===== config.mk =====
export PLATFORM = sky130hd
export DESIGN_NAME = mux_channel_sequencer
export DESIGN_NICKNAME = d
export VERILOG_FILES = /design/src/rtl/mux_channel_sequencer.sv
export SDC_FILE = /design/constraint.sdc
export NUM_CORES = 1
export LEC_CHECK = 0
export CAP_MARGIN = 20
export CORE_MARGIN = 2
export CORE_UTILIZATION = 48
export DETAILED_ROUTE_END_ITERATION = 8
export PLACE_DENSITY = 0.82
export SLEW_MARGIN = 0
export SYNTH_ARGS = -nofsm -noshare
export SYNTH_HDL_FRONTEND = slang
export SYNTH_SLANG_ARGS = --single-unit

===== constraint.sdc =====
create_clock -name clk -period 1.84 [get_ports clk]
set_clock_uncertainty 0.05 [all_clocks]
set_input_delay 0.276 -clock clk [delete_from_list [all_inputs] [get_ports clk]]
set_output_delay 0.276 -clock clk [all_outputs]
set_load 0.01 [all_outputs]

===== src/rtl/mux_channel_sequencer.sv =====
// Round-robin sequencer in front of a 4:1 MUX: grants one requester, holds Sel/enable
// for SETTLE cycles, captures the MUX output and hands it out on a valid/ready port.
module mux_channel_sequencer #(
  parameter int WIDTH  = 4,
  parameter int SETTLE = 1
) (
  input  logic             clk,
  input  logic             rst_n,
  input  logic [3:0]       req,
  input  logic [WIDTH-1:0] mux_y,
  output logic [1:0]       Sel,
  output logic             enable,
  output logic [WIDTH-1:0] out_data,
  output logic [1:0]       out_chan,
  output logic             out_valid,
  input  logic             out_ready,
  output logic [3:0]       ack,
  output logic             busy
);

  if (SETTLE < 1 || SETTLE > 15) begin : g_bad_settle
    $error("mux_channel_sequencer: SETTLE must be in 1..15");
  end

  typedef enum logic [1:0] {S_IDLE, S_SETTLE, S_HOLD} state_e;

  state_e           state_q;
  logic [1:0]       rr_ptr_q;
  logic [3:0]       cnt_q;
  logic [1:0]       sel_q;
  logic             enable_q;
  logic [WIDTH-1:0] out_data_q;
  logic [1:0]       out_chan_q;
  logic             out_valid_q;
  logic [3:0]       ack_q;
  logic             busy_q;
  logic [1:0]       grant_d;

  // First set request bit at or after the round-robin pointer, wrapping mod 4.
  function automatic logic [1:0] rr_pick(input logic [3:0] r, input logic [1:0] ptr);
    logic [1:0] idx;
    rr_pick = ptr;
    for (int k = 3; k >= 0; k--) begin
      idx = ptr + 2'(k);
      if (r[idx]) rr_pick = idx;
    end
  endfunction

  assign grant_d = rr_pick(req, rr_ptr_q);

  always_ff @(posedge clk or negedge rst_n) begin
    // NOTE: every register, including the output word, is cleared so a reset mid-transaction
    // drops it cleanly; non-blocking assignments keep all state updates edge-consistent.
    if (!rst_n) begin
      state_q     <= S_IDLE;
      rr_ptr_q    <= '0;
      cnt_q       <= '0;
      sel_q       <= '0;
      enable_q    <= 1'b0;
      out_data_q  <= '0;
      out_chan_q  <= '0;
      out_valid_q <= 1'b0;
      ack_q       <= '0;
      busy_q      <= 1'b0;
    end else begin
      ack_q <= '0;
      case (state_q)
        S_IDLE: begin
          if (|req) begin
            sel_q    <= grant_d;
            enable_q <= 1'b1;
            cnt_q    <= 4'(SETTLE - 1);
            busy_q   <= 1'b1;
            state_q  <= S_SETTLE;
          end
        end
        S_SETTLE: begin
          if (cnt_q == '0) begin
            out_data_q  <= mux_y;
            out_chan_q  <= sel_q;
            out_valid_q <= 1'b1;
            enable_q    <= 1'b0;
            state_q     <= S_HOLD;
          end else begin
            cnt_q <= cnt_q - 4'd1;
          end
        end
        S_HOLD: begin
          if (out_ready) begin
            out_valid_q <= 1'b0;
            ack_q       <= 4'b0001 << out_chan_q;
            rr_ptr_q    <= out_chan_q + 2'd1;
            busy_q      <= 1'b0;
            state_q     <= S_IDLE;
          end
        end
        default: state_q <= S_IDLE;
      endcase
    end
  end

  assign Sel       = sel_q;
  assign enable    = enable_q;
  assign out_data  = out_data_q;
  assign out_chan  = out_chan_q;
  assign out_valid = out_valid_q;
  assign ack       = ack_q;
  assign busy      = busy_q;

endmodule

## Word level (Yosys, flattened, before mapping)

Index checks and enable logic that the tools add are counted.

- Flip-flop bits (word level): 23
- Input port bits: 11
- Logic and storage cells: 68

- Add/subtract/negate cells: 5
- Order comparisons: 4
- Eq/ne operators: 6
- Shift-type cells: 1
- Mux-type cells: 28
- Reduce and logical (&&, ||, !) cells: 14

Operator list:

| cell | count |
|---|---|
| 4-bit two-way mux | 4 |
| 3-bit AND reduction | 5 |
| 2-bit two-way mux | 7 |
| 2-bit by 3-bit < comparator with 1-bit output (second input constant) | 4 |
| 1-bit binary-select mux with 2-bit select | 4 |
| 1-bit two-way mux | 8 |
| 2-bit != test (second input constant) | 4 |
| 4-bit case mux with 2 select lines | 1 |
| 1-bit case mux with 2 select lines | 3 |
| 2-bit case mux with 3 select lines | 1 |
| 2-bit AND reduction | 3 |
| 2-bit nonzero test | 3 |
| 2-bit by 1-bit adder with 2-bit output (second input constant) | 2 |
| 2-bit adder (second input constant) | 2 |
| 4-bit zero test | 1 |
| 4-bit OR reduction | 1 |
| 1-bit by 2-bit << shifter with 4-bit output (first input constant) | 1 |
| 4-bit by 1-bit subtractor with 4-bit output (second input constant) | 1 |
| 2-bit by 1-bit equality test with 1-bit output (second input constant) | 1 |
| 2-bit equality test (second input constant) | 1 |
| 2-bit zero test | 1 |

## Depth between registers and ports, before layout

- Depth in word-level cells: 7
- Gate-level depth with buffers: 6

## Worst setup path after synthesis

Ideal clock, no wire load.

- Kind: register to register
- Start: reg cnt_q[0]
- End: reg out_chan_q[0] (netlist: out_chan[0])
- Setup time: 0.125 ns
- Arrival time: 1.501 ns
- Required time: 1.665 ns
- Path slack: 0.163 ns
- Stages on the path, launching flop included: 6
- Period minus slack after synthesis: 1.677 ns
- Cell sequence: dfrtp_1 -> inv_1 -> ha_1 -> or4b_4 -> buf_6 -> mux2_4

- Longest elaborated chain between the ends: 2

RTL lines:

| what | RTL line | RTL |
|---|---|---|
| start, declared | 29 | `logic [3:0] cnt_q;` |
| start signal, assigned | 72 | `cnt_q <= 4'(SETTLE - 1);` |
| start signal, assigned | 85 | `cnt_q <= cnt_q - 4'd1;` |
| 4-bit zero test | 78 | `if (cnt_q == '0) begin` |
| 2-bit AND reduction (no source line) | - |  |
| end signal, assigned | 80 | `out_chan_q <= sel_q;` |
| end, declared | 33 | `logic [1:0] out_chan_q;` |

Every way passes these cells.
A chain may end at the register's enable or synchronous reset.

## Worst setup path after layout

- Start: reg cnt_q[0]
- End: reg out_data_q[2] (netlist: out_data[2])

- Longest elaborated chain between the ends: 2

RTL lines:

| what | RTL line | RTL |
|---|---|---|
| 4-bit zero test | 78 |  |
| 2-bit AND reduction (no source line) | - |  |
| end signal, assigned | 79 | `out_data_q <= mux_y;` |
| end, declared | 32 | `logic [WIDTH-1:0] out_data_q;` |

Every way passes these cells.

==> qor.yml <==
outcome:
  status: "complete, no violations"
synthesis:
  synth_ff_type: "dfrtp_1"
  synth.cell_area_um2: 1070
  syn_inst: 95
  ys_ff_latch: 23
  synth-edff-count: 0
  avgSynthCellArea_um2: 11.3
  ys_types: 26
  synthArstFlopShare: 1.00
  syn-num-nets: 112
  synth_seq_area_share: 0.537
  ys_warn_count: 0
critical_path:
  rr_worst_depth: 4
  critPathMaxFanout: 5
  crit_start: "cnt_q[0]"
  r2r-start: "cnt_q[0]"
  rr_endpoint: "out_data[2]"
  rrSetupSlack_ns: 0.09
  crit_end: "out_data[2]"
  cp.required_ns: 1.99
  start_kind: "flop"
  path_class: "reg -> reg"
  crit_path_end_kind: "flop"
  worstPathArrival_ns: 1.90
clock_network:
  clk_pin_slew_worst_paths_ns: 0.12
  cts_tree: "yes"
  post_cts_resized: 0
  cts_sinks: 23
  postCtsSetupBuffers: 0
  cts-htree-levels: 1
  clockRootBuffer: "clkbuf_4"
  cts_hold_buffers: 0
  clock_latency_ns: 0.30
  cts_made_buffers: 3
  clock_path_buffers: 2
cells_and_area:
  stdcell_count: 152
  fillCellCount: 185
  nets: 142
  seqCellArea_um2: 576
  areaGrowthSynthToFinish_pct: 29.9
  drive_gt1_frac: 0.129
  insertedDiodeCount: 0
  multi_input_area_um2: 467
flow_run:
  cap_violations: 0
timing:
  tightest_slew_ns: 0.347
  hold_violations: 0
  fmax_mhz: 570
  setup_viol: 0
  holdWs_ns: 0.269
  drv_slew: 0
  period_share: 0.953
  rsz0062_at_grt: "no"
  finalSetupTns_ns: 0
  maxSlewHeadroom: 0.767
  period_needed_ns: 1.75
floorplanning:
  die_w_um: 51.2
  io_pins: 26
  row_count: 17
  initial_utilization: 0.494
  die_h_um: 51.2
  dieArea_um2: 2630
  placeableCoreArea_um2: 2170
grt:
  first_global_vias: 771
  antenna_found_initial: 0
  grt_max_degree: 24
  grt_usage: 0.179
  grt_pass1_wl_um: 3370
  gr-total-overflow: 0
placed_design:
  io_buffers: 25
  dp_hpwl_um: 1550
  placed_cells: 147
  gp_congestion: 0.730
detailed_routing:
  post_drt_via_cell_ratio: 5.17
  first_iter_violations: 3
  wl_per_cell_um: 13.3
  final_antenna_net_count: 0
  route.detailed.drc: 0
  first_pass_iters: 4
  drt-total-wl_um: 2030
  vias: 786
power_and_ir_drop:
  power_density_nw_per_um2: 1530
  ir_drop_mv: 1.04
  leakage_nw: 0.662
min_path:
  min_path_type: "in -> async"
## logic make-up after synthesis
| kind of cell | after synthesis | synth area share |
|---|---|---|
| AO/OA/AOI/OAI | 16 | 0.0993 |
| adder cells (fa/ha/maj) | 6 | 0.0701 |
| buffers and inverters | 10 | 0.0421 |
| flip-flops | 23 | 0.537 |
| multiplexers | 7 | 0.0935 |
| AND/OR/NAND/NOR | 33 | 0.158 |
## cell usage in the layout (no fill, tap or decap)
cell	instances
o21ai_0	6
ha_2	1
o21bai_1	1
dfrtp_1	23
nand3_1	1
o31ai_1	2
o32ai_1	1
and2_1	4
inv_1	8
nand2b_1	1
clkbuf_4	3
or2_2	2
nand2b_4	1
clkbuf_1	1
nor2_1	7
a21oi_1	2
nor4_1	1
nand2_1	14
clkdlybuf4s50_1	25
or4b_4	2
ha_1	5
a221o_1	1
nor3b_1	1
mux2_4	6
buf_4	1
a221oi_1	1
a211o_1	1
mux2i_1	1
o211ai_1	1
## sequential cells by signal, indices dropped and copies added, names as in the netlist
name,count
cnt_q,4
busy,1
out_chan,2
out_data,4
rr_ptr_q,2
enable,1
ack,4
Sel,2
state_q,2
out_valid,1
## cells in the mapped netlist (2+ instances only)
library cell / instances / area (um2)
a21oi_1: 2 / 10.0
mux2_4: 6 / 90.1
ha_1: 6 / 75.1
nand2_1: 14 / 52.6
o31ai_1: 2 / 15.0
nor2_1: 7 / 26.3
and2_1: 4 / 25.0
o21ai_0: 6 / 30.0
inv_1: 8 / 30.0
dfrtp_1: 23 / 576
or2_2: 2 / 12.5
## per-stage QoR
step	setup WS [ns]	util	total power [mW]	cell area (um2)
4_1_cts	0.0501	0.634	2.12	1380
3_3_place_gp	0.120	0.622	1.85	1350
2_1_floorplan	0.163	-	1.51	1070
5_1_grt	0.0167	0.641	2.31	1390
3_5_place_dp	0.0687	0.622	1.89	1350
6_report	0.0865	0.641	2.13	1390
## worst min path at each step
stage / endpoint / depth (start not counted)
global route: ack[0] / 2
detailed placement: busy / 2
floorplan: Sel[0] / 0
finish: out_chan[1] / 2
global placement: out_valid / 2
CTS: out_chan[1] / 2
## final cells by class
class                           instances  area share
Inverter                                8      0.0216
Timing Repair Buffer                   26       0.185
Clock buffer                            4      0.0189
Sequential cell                        23       0.414
Multi-Input combinational cell         63       0.335
Tap cell                               28      0.0252
## routing by layer
metal / GRT usage / vias up / wire [um]
li1: - / 383 / -
met1: 0.208 / 386 / 828
met2: 0.329 / 15 / 1110
met3: 0.0292 / 2 / 82
met4: 0.0658 / 0 / 10
met5: 0 / - / 0
## critical path, stage by stage (launching register included)
cell and delay, ns:
dfrtp_1 0.43, inv_1 0.10, ha_2 0.20, or4b_4 0.54, mux2_4 0.33
## where the power goes
group	switching [mW]	internal [mW]	total [mW]
combinational	0.446	0.589	1.04
clock	0.139	0.0844	0.223
sequential	0.173	0.700	0.873
total	0.757	1.37	2.13
(Power assumes the default switching activity.)
